### config.mk
export PLATFORM = sky130hd
export DESIGN_NAME = jt7759_adpcm
export DESIGN_NICKNAME = d
export VERILOG_FILES = /design/src/rtl/jt7759_adpcm_pkg.sv /design/src/rtl/jt7759_steptbl.sv /design/src/rtl/jt7759_adpcm.sv
export SDC_FILE = /design/constraint.sdc
export NUM_CORES = 1
export LEC_CHECK = 0
export BUFFER_PORTS_ARGS = -buffer_cell sky130_fd_sc_hd__clkbuf_2
export CAP_MARGIN = 5
export CORE_MARGIN = 2
export CORE_UTILIZATION = 65
export DETAILED_ROUTE_END_ITERATION = 7
export GPL_TIMING_DRIVEN = 0
export PLACE_DENSITY = 0.91
export SLEW_MARGIN = 10
export SYNTH_ARGS = -nofsm -noshare
export SYNTH_HDL_FRONTEND = slang
export SYNTH_SLANG_ARGS = --single-unit
### constraint.sdc
create_clock -name clk -period 4.6 [get_ports clk]
set_input_delay 0.46 -clock clk [delete_from_list [all_inputs] [get_ports clk]]
set_output_delay 0.46 -clock clk [all_outputs]
set_load 0.02 [all_outputs]
### src/rtl/jt7759_adpcm_pkg.sv
// Shared JT7759 ADPCM constants: step-size magnitudes, state-adjust table and step lookup.
package jt7759_adpcm_pkg;

    typedef logic signed [9:0] step_t;

    // Magnitudes for nibbles 0..7; nibbles 8..15 use the same magnitude, negated.
    localparam logic [7:0] StepMag [16][8] = '{
        '{0,  0,  1,  2,  3,   5,   7,  10},
        '{0,  1,  2,  3,  4,   6,   8,  13},
        '{0,  1,  2,  4,  5,   7,  10,  15},
        '{0,  1,  3,  4,  6,   9,  13,  19},
        '{0,  2,  3,  5,  8,  11,  15,  23},
        '{0,  2,  4,  7, 10,  14,  19,  29},
        '{0,  3,  5,  8, 12,  16,  22,  33},
        '{0,  4,  7, 10, 15,  20,  29,  43},
        '{0,  4,  8, 13, 18,  25,  35,  53},
        '{0,  6, 10, 16, 22,  31,  43,  64},
        '{0,  7, 12, 19, 27,  37,  51,  76},
        '{0,  9, 16, 24, 34,  46,  64,  96},
        '{0, 11, 19, 29, 41,  57,  79, 117},
        '{0, 13, 24, 36, 50,  69,  96, 143},
        '{0, 16, 29, 44, 62,  85, 118, 175},
        '{0, 20, 36, 54, 76, 104, 144, 214}
    };

    // Two's-complement 3-bit: -1,-1,0,0,1,2,2,3
    localparam logic [2:0] AdjTbl [8] = '{
        3'b111, 3'b111, 3'b000, 3'b000, 3'b001, 3'b010, 3'b010, 3'b011
    };

    function automatic step_t step_lookup(input logic [3:0] st, input logic [3:0] n);
        logic [9:0] mag;
        mag = {2'b00, StepMag[st][n[2:0]]};
        step_lookup = n[3] ? $signed(10'd0 - mag) : $signed(mag);
    endfunction

endpackage

### src/rtl/jt7759_steptbl.sv
// Synchronous 256x10 step ROM addressed by {state, nibble}; one-cycle read latency.
module jt7759_steptbl
    import jt7759_adpcm_pkg::*;
(
    input  logic       clk,
    input  logic       en_i,
    input  logic [3:0] state_i,
    input  logic [3:0] nib_i,
    output step_t      step_o
);

    step_t step_q;

    // No reset so the read register can sit inside a block RAM.
    always_ff @(posedge clk) begin
        if (en_i) begin
            step_q <= step_lookup(state_i, nib_i);
        end
    end

    assign step_o = step_q;

endmodule

### src/rtl/jt7759_adpcm.sv
// uPD7759 ADPCM nibble decoder: S0 reads the step ROM, S1 accumulates and adapts the state.
module jt7759_adpcm
    import jt7759_adpcm_pkg::*;
(
    input  logic       rst,
    input  logic       clk,
    input  logic       cen_dec,
    input  logic       dec_rst,
    input  logic [3:0] dec_din,
    output logic [7:0] sound,
    output logic       snd_ok
);

    logic [3:0] state_q, state_d;
    logic [7:0] sound_q, sound_d;
    logic [2:0] adj_q, adj_d;
    logic       v1_q, v1_d;
    logic       snd_ok_q, snd_ok_d;
    logic       s0_go;
    step_t      step;

    logic signed [10:0] sum;
    logic signed [5:0]  st_sum;

    assign s0_go = cen_dec & ~dec_rst;

    jt7759_steptbl u_steptbl (
        .clk     (clk),
        .en_i    (s0_go),
        .state_i (state_q),
        .nib_i   (dec_din),
        .step_o  (step)
    );

    always_comb begin
        sum     = $signed({{3{sound_q[7]}}, sound_q}) + $signed({step[9], step});
        // 6 bits so that 15 + 3 does not wrap before the clamp
        st_sum  = $signed({2'b00, state_q}) + $signed({{3{adj_q[2]}}, adj_q});
        sound_d  = sound_q;
        state_d  = state_q;
        adj_d    = adj_q;
        v1_d     = s0_go;
        snd_ok_d = 1'b0;

        if (s0_go) begin
            adj_d = AdjTbl[dec_din[2:0]];
        end

        if (dec_rst) begin
            sound_d  = 8'd0;
            state_d  = 4'd0;
            v1_d     = 1'b0;
            snd_ok_d = |sound_q;
        end else if (v1_q) begin
            if (sum > 11'sd127) begin
                sound_d = 8'h7f;
            end else if (sum < -11'sd128) begin
                sound_d = 8'h80;
            end else begin
                sound_d = sum[7:0];
            end

            if (st_sum < 6'sd0) begin
                state_d = 4'd0;
            end else if (st_sum > 6'sd15) begin
                state_d = 4'd15;
            end else begin
                state_d = st_sum[3:0];
            end
            snd_ok_d = 1'b1;
        end
    end

    always_ff @(posedge clk or posedge rst) begin
        if (rst) begin
            sound_q  <= 8'd0;
            state_q  <= 4'd0;
            adj_q    <= 3'd0;
            v1_q     <= 1'b0;
            snd_ok_q <= 1'b0;
        end else begin
            sound_q  <= sound_d;
            state_q  <= state_d;
            adj_q    <= adj_d;
            v1_q     <= v1_d;
            snd_ok_q <= snd_ok_d;
        end
    end

    assign sound  = sound_q;
    assign snd_ok = snd_ok_q;

endmodule

Word level (Yosys, flattened, before mapping)
Memories as Yosys holds them, arrays and structs flattened. A register that Yosys moved wholly into a read port is not among the register bits.
Index checks and enable logic that the tools add are counted.

word-level totals
  register bits after elaboration = 23
  memories = 2
  memory bits (read-only) = 1,048
  logic and storage cells = 40

operators by class
  bitwise gates (word level) = 4
  magnitude comparators = 6
  multiplexer cells = 17
  reductions and logical operators = 2
  add/sub/neg operators = 3

memories
  memory            depth  width  rd ports  clocked after Yosys merged registers in  wr ports  line                    source
  (name not given)  16     64     1         0                                        0         jt7759_adpcm_pkg.sv:33  mag = {2'b00, StepMag[st][n[2:0]]};
  (name not given)  8      3      1         1                                        0         jt7759_adpcm.sv:46      adj_d = AdjTbl[dec_din[2:0]];

operators with widths
  kind                                                             number
  two-way mux 64 bit                                               2
  two-way mux 8 bit                                                7
  binary-select mux 8 bit (select 3 bit)                           1
  two-way mux 4 bit                                                4
  greater-than comparator 11 x 8 -> 1 bit (second input constant)  1
  less-than comparator 11 x 8 -> 1 bit (second input constant)     1
  adder 8 x 9 -> 10 bit                                            1
  subtractor 1 x 8 -> 9 bit (first input constant)                 1
  OR reduction 8 bit                                               1
  adder 5 x 3 -> 6 bit                                             1
  greater-than comparator 6 x 5 -> 1 bit (second input constant)   1
  less-than comparator 6 x 1 -> 1 bit (second input constant)      1
  greater-or-equal comparator 5 bit (second input constant)        1
  NOT 4 -> 5 bit                                                   1
  greater-or-equal comparator 4 bit (second input constant)        1
  NOT 3 -> 4 bit                                                   1
  two-way mux 1 bit                                                3
  nonzero test 2 bit                                               1
  bitwise AND 1 bit                                                1
  NOT 1 bit                                                        1

Logic depth before layout (Yosys ltp)
Gate-level depths: netlist of the first run.

  word-level depth = 9
  gate-level depth with buffers = 13
  mapped depth without buffers = 11

By module
A second synthesis of the first run with hierarchy kept.

second synthesis, totals
  cell total of the unflattened synthesis = 362
  area, all modules = 3,125.5 µm²

modules (own cells, without submodules)
  module          instances  sequential area each (µm²)  cells an instance  area an instance (µm²)
  jt7759_steptbl  1          270.3                       217                1,754.2
  jt7759_adpcm    1          425.4                       145                1,371.3

Worst setup path before layout of the first run
No wires, ideal clock.

  kind = flip-flop to flip-flop
  start = register state_q[0]
  end = register u_steptbl.step_q[7], in the netlist u_steptbl.step_o[7] (data pin)
  setup time = 0.270 ns
  setup slack = 1.791 ns
  required time = 4.330 ns
  clock period less this slack = 2.809 ns
  cell stages (with the launch flop) = 12
  buffers on the path = 2
  arrival = 2.540 ns
  path through = dfrtp_1 buf_6 inv_2 ha_1 clkbuf_1 or2_2 a21oi_1 o21bai_1 o221ai_2 or3b_4 o41ai_2 xor2_1

between the ends
  cells in the longest elaborated chain, start to end = 9

RTL lines
  item                                                     line                    source
  from (decl)                                              jt7759_adpcm.sv:14      logic [3:0] state_q, state_d;
  from (signal assigned)                                   jt7759_adpcm.sv:83      state_q <= state_d;
  NOT 4 -> 5 bit (implied by the code) *                   jt7759_adpcm_pkg.sv:33
  memory read (16 x 64 bit) *                              --
  two-way mux 64 bit (implied by the code) * (2 in a row)  jt7759_adpcm_pkg.sv:33
  binary-select mux 8 bit (select 3 bit) *                 jt7759_adpcm_pkg.sv:33
  two-way mux 8 bit (implied by the code) * (2 in a row)   jt7759_adpcm_pkg.sv:33
  subtractor 1 x 8 -> 9 bit                                jt7759_adpcm_pkg.sv:34  step_lookup = n[3] ? $signed(10'd0 - mag) : $signed(mag);
  two-way mux 8 bit *                                      jt7759_adpcm_pkg.sv:34
  to (signal assigned)                                     jt7759_steptbl.sv:17    step_q <= step_lookup(state_i, nib_i);
  to (decl)                                                jt7759_steptbl.sv:12    step_t step_q;

Mark *: on every way between the ends. The rest lies on a longest branch, timed or not. The select of a mux whose other input is x is not followed.
A chain may end at the register's enable or synchronous reset.

Worst setup path in the final report of the first run
  start = register state_q[0]
  end = register u_steptbl.step_q[4], in the netlist u_steptbl.step_o[4] (data pin)

The elaborated chain is that of the path after synthesis.

==> impl_results.md, run 1 <==
- Status: finished, final reports clean
- Number of synthesized flops with an enable pin: 9
- Period utilisation layout: 75.30%
- Clock transition at path regs: 0.09 ns
- DRT iter0 DRCs: 236
- CTS Buf Count: 3
- Tot GR Track Use: between 30% and 40%
- Max_cap viols: 0
- Maximum VDD drop: approximately 0.00018 V
- Skew final: 0.002303 ns
- Final wirelength: 7.513 mm
- Register area share after synthesis: 24.89%
- Ant diodes: 0
- Area Overhead vs Synth: 7.296%
- H-tree depth: 1
- Syn avg cell area: just under 9 sq um
- CP most frequent cell: ha_1
- Crit path time final: 3.464 ns
- Yosys warns: 0
- Place WS: 1.299 ns
- WP buf/inv: 4
- Root buffer cell: clkbuf_8
- Largest cells by area after synthesis: dfrtp_1, edfxtp_1, ha_1, o21ai_0, nor2_1
- Filler instances: 300
- Critical path capture point type: register
- Antenna Nets Post-Route: 0
- Final Power: 851.7 uW
- Worst endpoint required time: 4.63 ns
- Rel. slew slack: 21.65%
- Worst hold-check path type: in2async
- Synth Flop Type: dfrtp_1
- Max incr delay on CP: 0.60 ns
- Post-Syn Area: approximately 2800 sq um
- Fmax achieved: around 0.29 GHz
- Cell count after synthesis: 315
- Initial antenna violation count: 0
- Drt first pass iters: 5
- DIE AREA: ~4800 sq um
- Die W: 69.58 um
- Clock sink count: 26
- Port Buffers: 15
- Storage cell area: approximately 700 sq um
- Die Ht: between 60 and 70 um
- Post-synth ARST share: 65.38%
- Number of synthesized register bits: 26
- CTS tree: yes
- Crit path DAT: approximately 3.5 ns
- Placer Congestion: about 1.0
- Crit-path leading delay family: compound AO/OA/AOI/OAI gates
- Total congestion overflow: 0
- CTS max path bufs: 2
- DP HPWL: 5.506 mm
- Final core utilization: 73.91%
- Pin count of the biggest net entering global routing: 18
- Core area: just over 4000 sq um
- Kind of critical path: reg2reg
- # nets final: 366
- Unique masters post-synth: 71
- Via count: 2711
- Core Rows: 23
- LEAKAGE: around 1.3 nW
- Final Worst Setup Slack: 1.136 ns
- Vias in the first global route: 2490
- Slew @ Worst Pin: around 1.2 ns
- Top-count cell post-synth: nor2_1
- WL/cell: 19.57 um
- Total negative slack: 0 ns
- Initial Util: 68.89%
- Yosys top cell by area: dfrtp_1
- First-pass GRT wire length: 12.30 mm
- Io pins: 17
- Cts-stage hold buffer count: 0
- Final Setup Violations: 0
- Multi-input gate area in the final layout: 1918 sq um
- Share of the synthesized area in the top cell type: 15.22%
- Layout cells sized above 1: 18.26%
- PostCTS Resize Cnt: 0
- Synth top cells by count: nor2_1, o21ai_0, ha_1
- Final hold violation count: 0
- CP max-delay cell: o32ai_1
- Clk_lat worst skew: ~0.28 ns
- Critical Path Start Type: register
- Min Hold Slack: 0.2172 ns
- Setup Fix Bufs, Post-CTS: 0
- CP Cell Sequence: buf_6 > inv_2 > ha_1 > clkbuf_1 > or2_2 > nand3_1 > a31oi_1 > o32ai_1 > inv_1 > ha_1 > nand2_1 > o21ai_0 > xor2_1
- Vias/cell: between 7 and 8
- Power per cell area: 284.0 nW/um^2
- Drc violations: 0
- Syn nets: around 350
- Max Transition Viols Final: 0
- Crit path max fanout: 10
- RSZ-0062 raised after global routing: false
==> worst reg2reg max path, stage by stage (launching register included) <==
cell,delay [ns]
dfrtp_1,0.51
buf_6,0.19
inv_2,0.08
ha_1,0.30
clkbuf_1,0.24
or2_2,0.38
nand3_1,0.09
a31oi_1,0.15
o32ai_1,0.60
inv_1,0.10
ha_1,0.24
nand2_1,0.08
o21ai_0,0.09
xor2_1,0.15
==> routing by layer <==
| metal | up-vias | global-route usage [%] | wire [um] |
|---|---|---|---|
| met4 | 0 | 10.46 | 210 |
| met1 | 1297 | 43.57 | 3238 |
| li1 | 1237 | - | - |
| met2 | 156 | 48.93 | 3312 |
| met3 | 21 | 8.140 | 751 |
| met5 | - | 0 | 0 |
==> sequential cells by signal (all words and copies together), names as in the netlist <==
register and flops:
v1_q 1, state_q 4, adj_q 3, snd_ok 1, u_steptbl.step_o 9, sound 8
==> cell type report <==
| cell class | count | share of cell area, % |
|---|---|---|
| inverter | 12 | 1.585 |
| sequential | 26 | 23.20 |
| timing repair buffer | 15 | 2.503 |
| buffer | 21 | 4.464 |
| tap | 50 | 2.086 |
| clock buffer | 4 | 2.211 |
| multi-input combinational | 256 | 63.95 |
==> cells by family (layout without fill, tap and decap cells) <==
| family | count (synthesis) | in the layout | share of synthesized area, % |
|---|---|---|---|
| and+or+nand+nor | 93 | 93 | 17.68 |
| buffers and inverters | 33 | 52 | 6.490 |
| muxes | 12 | 12 | 5.506 |
| AOI/OAI and AO/OA | 111 | 111 | 29.28 |
| xor gates and xnor gates | 17 | 17 | 5.327 |
| DFF | 26 | 26 | 24.89 |
| adders and majority gates | 23 | 23 | 10.83 |
==> layout by cell type (no fill, tap or decap), types with 8 or more instances in the layout <==
| cell type | count |
|---|---|
| nor2_1 | 27 |
| clkbuf_2 | 16 |
| a31oi_1 | 9 |
| edfxtp_1 | 9 |
| xnor2_1 | 10 |
| o21ai_0 | 22 |
| nand2_1 | 13 |
| dfrtp_1 | 17 |
| nand2b_1 | 11 |
| a21oi_1 | 18 |
| ha_1 | 21 |
| inv_1 | 8 |
==> power by group <==
group / internal [mW] / switching, mW / total (mW)
sequential: 0.268 / 0.0291 / 0.297
combinational: 0.161 / 0.224 / 0.385
clock: 0.0948 / 0.0748 / 0.170
total: 0.523 / 0.328 / 0.852
==> path summary, 6_finish.rpt <==
kind | cells after the start | startpoint | end | slack (ns)
setup reg to reg | 13 | state_q[0] | u_steptbl.step_o[4] | 1.14
hold / removal | 2 | rst | sound[6] | 0.22
setup / recovery | 13 | state_q[0] | u_steptbl.step_o[4] | 1.14
max in group asynchronous | 2 | rst | state_q[3] | 4.00
hold reg to reg | 1 | v1_q | sound[7] | 0.52
min in group clk | 2 | dec_rst | sound[7] | 0.38
==> stage by stage <==
step                std cells  instance area (sq um)
floorplan                 315                   2795
global placement          380                   2933
detailed placement        380                   2933
CTS                       384                   2999
global route              384                   2999
finish                    384                   2999
Note: power is estimated with default switching activity, not from simulation.
==> run 2: changes to the inputs <==
- ABC_AREA: not set -> 1
- CORE_UTILIZATION: 65 -> 62
- PLACE_DENSITY: 0.91 -> 0.88
- clock period: 4.6 -> 3.5 ns (I/O delays scaled with it)
==> impl_results.md, run 2 <==
- Die Ht: 71.12 um
- Final Setup Violations: 0
- Number of synthesized flops with an enable pin: 9
- Tot GR Track Use: 28.37%
- Skew final: 0.002241 ns
- CP most frequent cell: nand2_1
- DP HPWL: 5.321 mm
- Period utilisation layout: 75.16%
- Crit path DAT: between 2 and 3 ns
- Initial Util: roughly 64%
- RR Endpoint: u_steptbl.step_o[6]
- WL/cell: 13.29 um
- Commonest non-fill, non-tap cell in the layout: nand2_1
- Antenna Nets Post-Route: 0
- Yosys warns: 0
- Largest cells by area after synthesis: nand2_1, dfrtp_1, edfxtp_1, ha_1, nand3_1
- CP Launch Point: state_q[1]
- Setup Fix Bufs, Post-CTS: 0
- Pin count of the biggest net entering global routing: 18
- Post-synth ARST share: 65.38%
- Clock transition at path regs: 0.08 ns
- Drt first pass iters: 4
- Initial antenna violation count: 0
- Drc violations: 0
- Place WS: 0.8817 ns
- Maximum VDD drop: 0.0001871 V
- WP buf/inv: 2
- Fmax achieved: 0.3801 GHz
- Area Overhead vs Synth: 6.631%
- Crit path depth: 16
- Crit path to: u_steptbl.step_o[6]
- Core Rows: 24
- Worst endpoint required time: 3.53 ns
- Clock sink count: 26
- Final hold violation count: 0
- Share of the synthesized area in the top cell type: 22.45%
- Syn nets: 468
- Status: finished, final reports clean
- Vias/cell: 5.618
- Kind of critical path: reg2reg
- Synth Flop Type: dfrtp_1
- Largest register FFs: 9
- Total negative slack: 0 ns
- DIE AREA: 5057 sq um
- Worst hold-check path type: in2async
- Post-Syn Area: between 2000 and 3000 sq um
- Finished Cell Area: 2978 sq um
- Vias in the first global route: 2646
- Total congestion overflow: 0
- Layout cells sized above 1: 11.18%
- R2R cell count: 16
- Max incr delay on CP: 0.49 ns
- Min Hold Slack: 0.1164 ns
- Core area: 4354 sq um
- RSZ-0062 raised after global routing: false
- LEAKAGE: 1.674 nW
- Dpl cell area: 2933 sq um
- Top-count cell post-synth: nand2_1
- Io pins: 17
- Final core utilization: 68.39%
- Final wirelength: approximately 6.8 mm
- PostCTS Resize Cnt: 0
- Die W: approximately 71 um
- Critical Path Start Type: register
- Cts-stage hold buffer count: 0
- CP Cell Sequence: inv_1 > ha_1 > inv_1 > nand2_1 > nand2_1 > nand2_1 > nand2_1 > nor2_1 > nor2_1 > nor2_1 > nand2_2 > ha_1 > nand3_1 > nand2_1 > nand2_1 > nand2_1
- Filler instances: 388
- # nets final: ~490
- CTS tree: yes
- Storage cell area: 695.7 sq um
- CTS Buf Count: 3
- CP max-delay cell: dfrtp_1
- Unique masters post-synth: 38
- Slew @ Worst Pin: 0.9450 ns
- Clk_lat worst skew: 0.26 ns
- Crit-path leading delay family: simple AND/OR/NAND/NOR gates
- Synth top cells by count: nand2_1, nand3_1, inv_1
- Register area share after synthesis: 24.91%
- Yosys top cell by area: nand2_1
- Crit path time final: 2.631 ns
- Most frequent cells in the layout: nand2_1, nand3_1, inv_1
- Port Buffers: 15
- Power per cell area: 326.1 nW/um^2
- Post-route insts no fill: 508
- Reg2reg setup slack: 0.87 ns
- Max Transition Viols Final: 0
- First-pass GRT wire length: 11.81 mm
- Cell count after synthesis: approximately 440
- Multi-input gate area in the final layout: about 1800 sq um
- H-tree depth: 1
- Root buffer cell: clkbuf_8
- Reg2reg start: state_q[1]
- DRT iter0 DRCs: between 150 and 200
- Via count: 2854
- Syn avg cell area: 6.391 sq um
- Number of synthesized register bits: 26
- Critical path capture point type: register
- Placer Congestion: 0.9990
- Crit path max fanout: 7
- Max_cap viols: 0
- CTS max path bufs: 2
- Final Worst Setup Slack: 0.8694 ns
- DP Cell Count: slightly above 500
- Final Power: 971.2 uW
- Rel. slew slack: 36.77%
- Ant diodes: 0
==> run 2: changes by cell type in the layout (fill, tap and decap cells not counted), moves of 8 or more <==
cell      change
a31oi_1       -8
inv_1        +32
nand2_1     +154
nand2b_1     -11
nand3_1      +42
xnor2_1       -8
==> run 2: report_power, final <==
part | switching (mW) | total (mW) | leakage, nW | internal (mW)
logic | 0.272 | 0.421 | 1.34 | 0.149
clock network | 0.0860 | 0.167 | 0.0228 | 0.0813
registers | 0.0333 | 0.383 | 0.310 | 0.350
total | 0.391 | 0.971 | 1.67 | 0.580
==> run 2: cells by family (layout without fill, tap and decap cells) <==
group,Yosys count,count (layout),synth area share [%]
buffers and inverters,59,78,9.811
adders and majority gates,23,23,10.84
DFF,26,26,24.91
AOI/OAI and AO/OA,51,51,9.947
and+or+nand+nor,269,269,41.67
xor gates and xnor gates,9,9,2.823
==> run 2: routing by layer <==
layer  GRT usage (%)  up-vias  wire [um]
met5               0        -          0
met4           6.918        0        114
met3           2.137       12        438
met2           47.66      106       3088
met1           39.96     1279       3110
li1                -     1457          -
==> run 2: worst min-delay path by stage <==
stage | depth (start not counted) | endpoint | start
floorplan | 1 | adj_q[0] | rst
detailed placement | 2 | adj_q[2] | rst
CTS | 2 | sound[4] | rst
global placement | 2 | adj_q[2] | rst
finish | 2 | sound[4] | rst
global route | 2 | adj_q[2] | rst
==> run 2: final cells by class <==
class / instances / area share [%]
multi-input cells: 352 / 61.22
well taps: 52 / 2.185
plain buffers: 11 / 2.983
clock buffers: 4 / 1.513
flip-flops and latches: 26 / 23.36
inverters: 48 / 6.218
repair buffers: 15 / 2.521
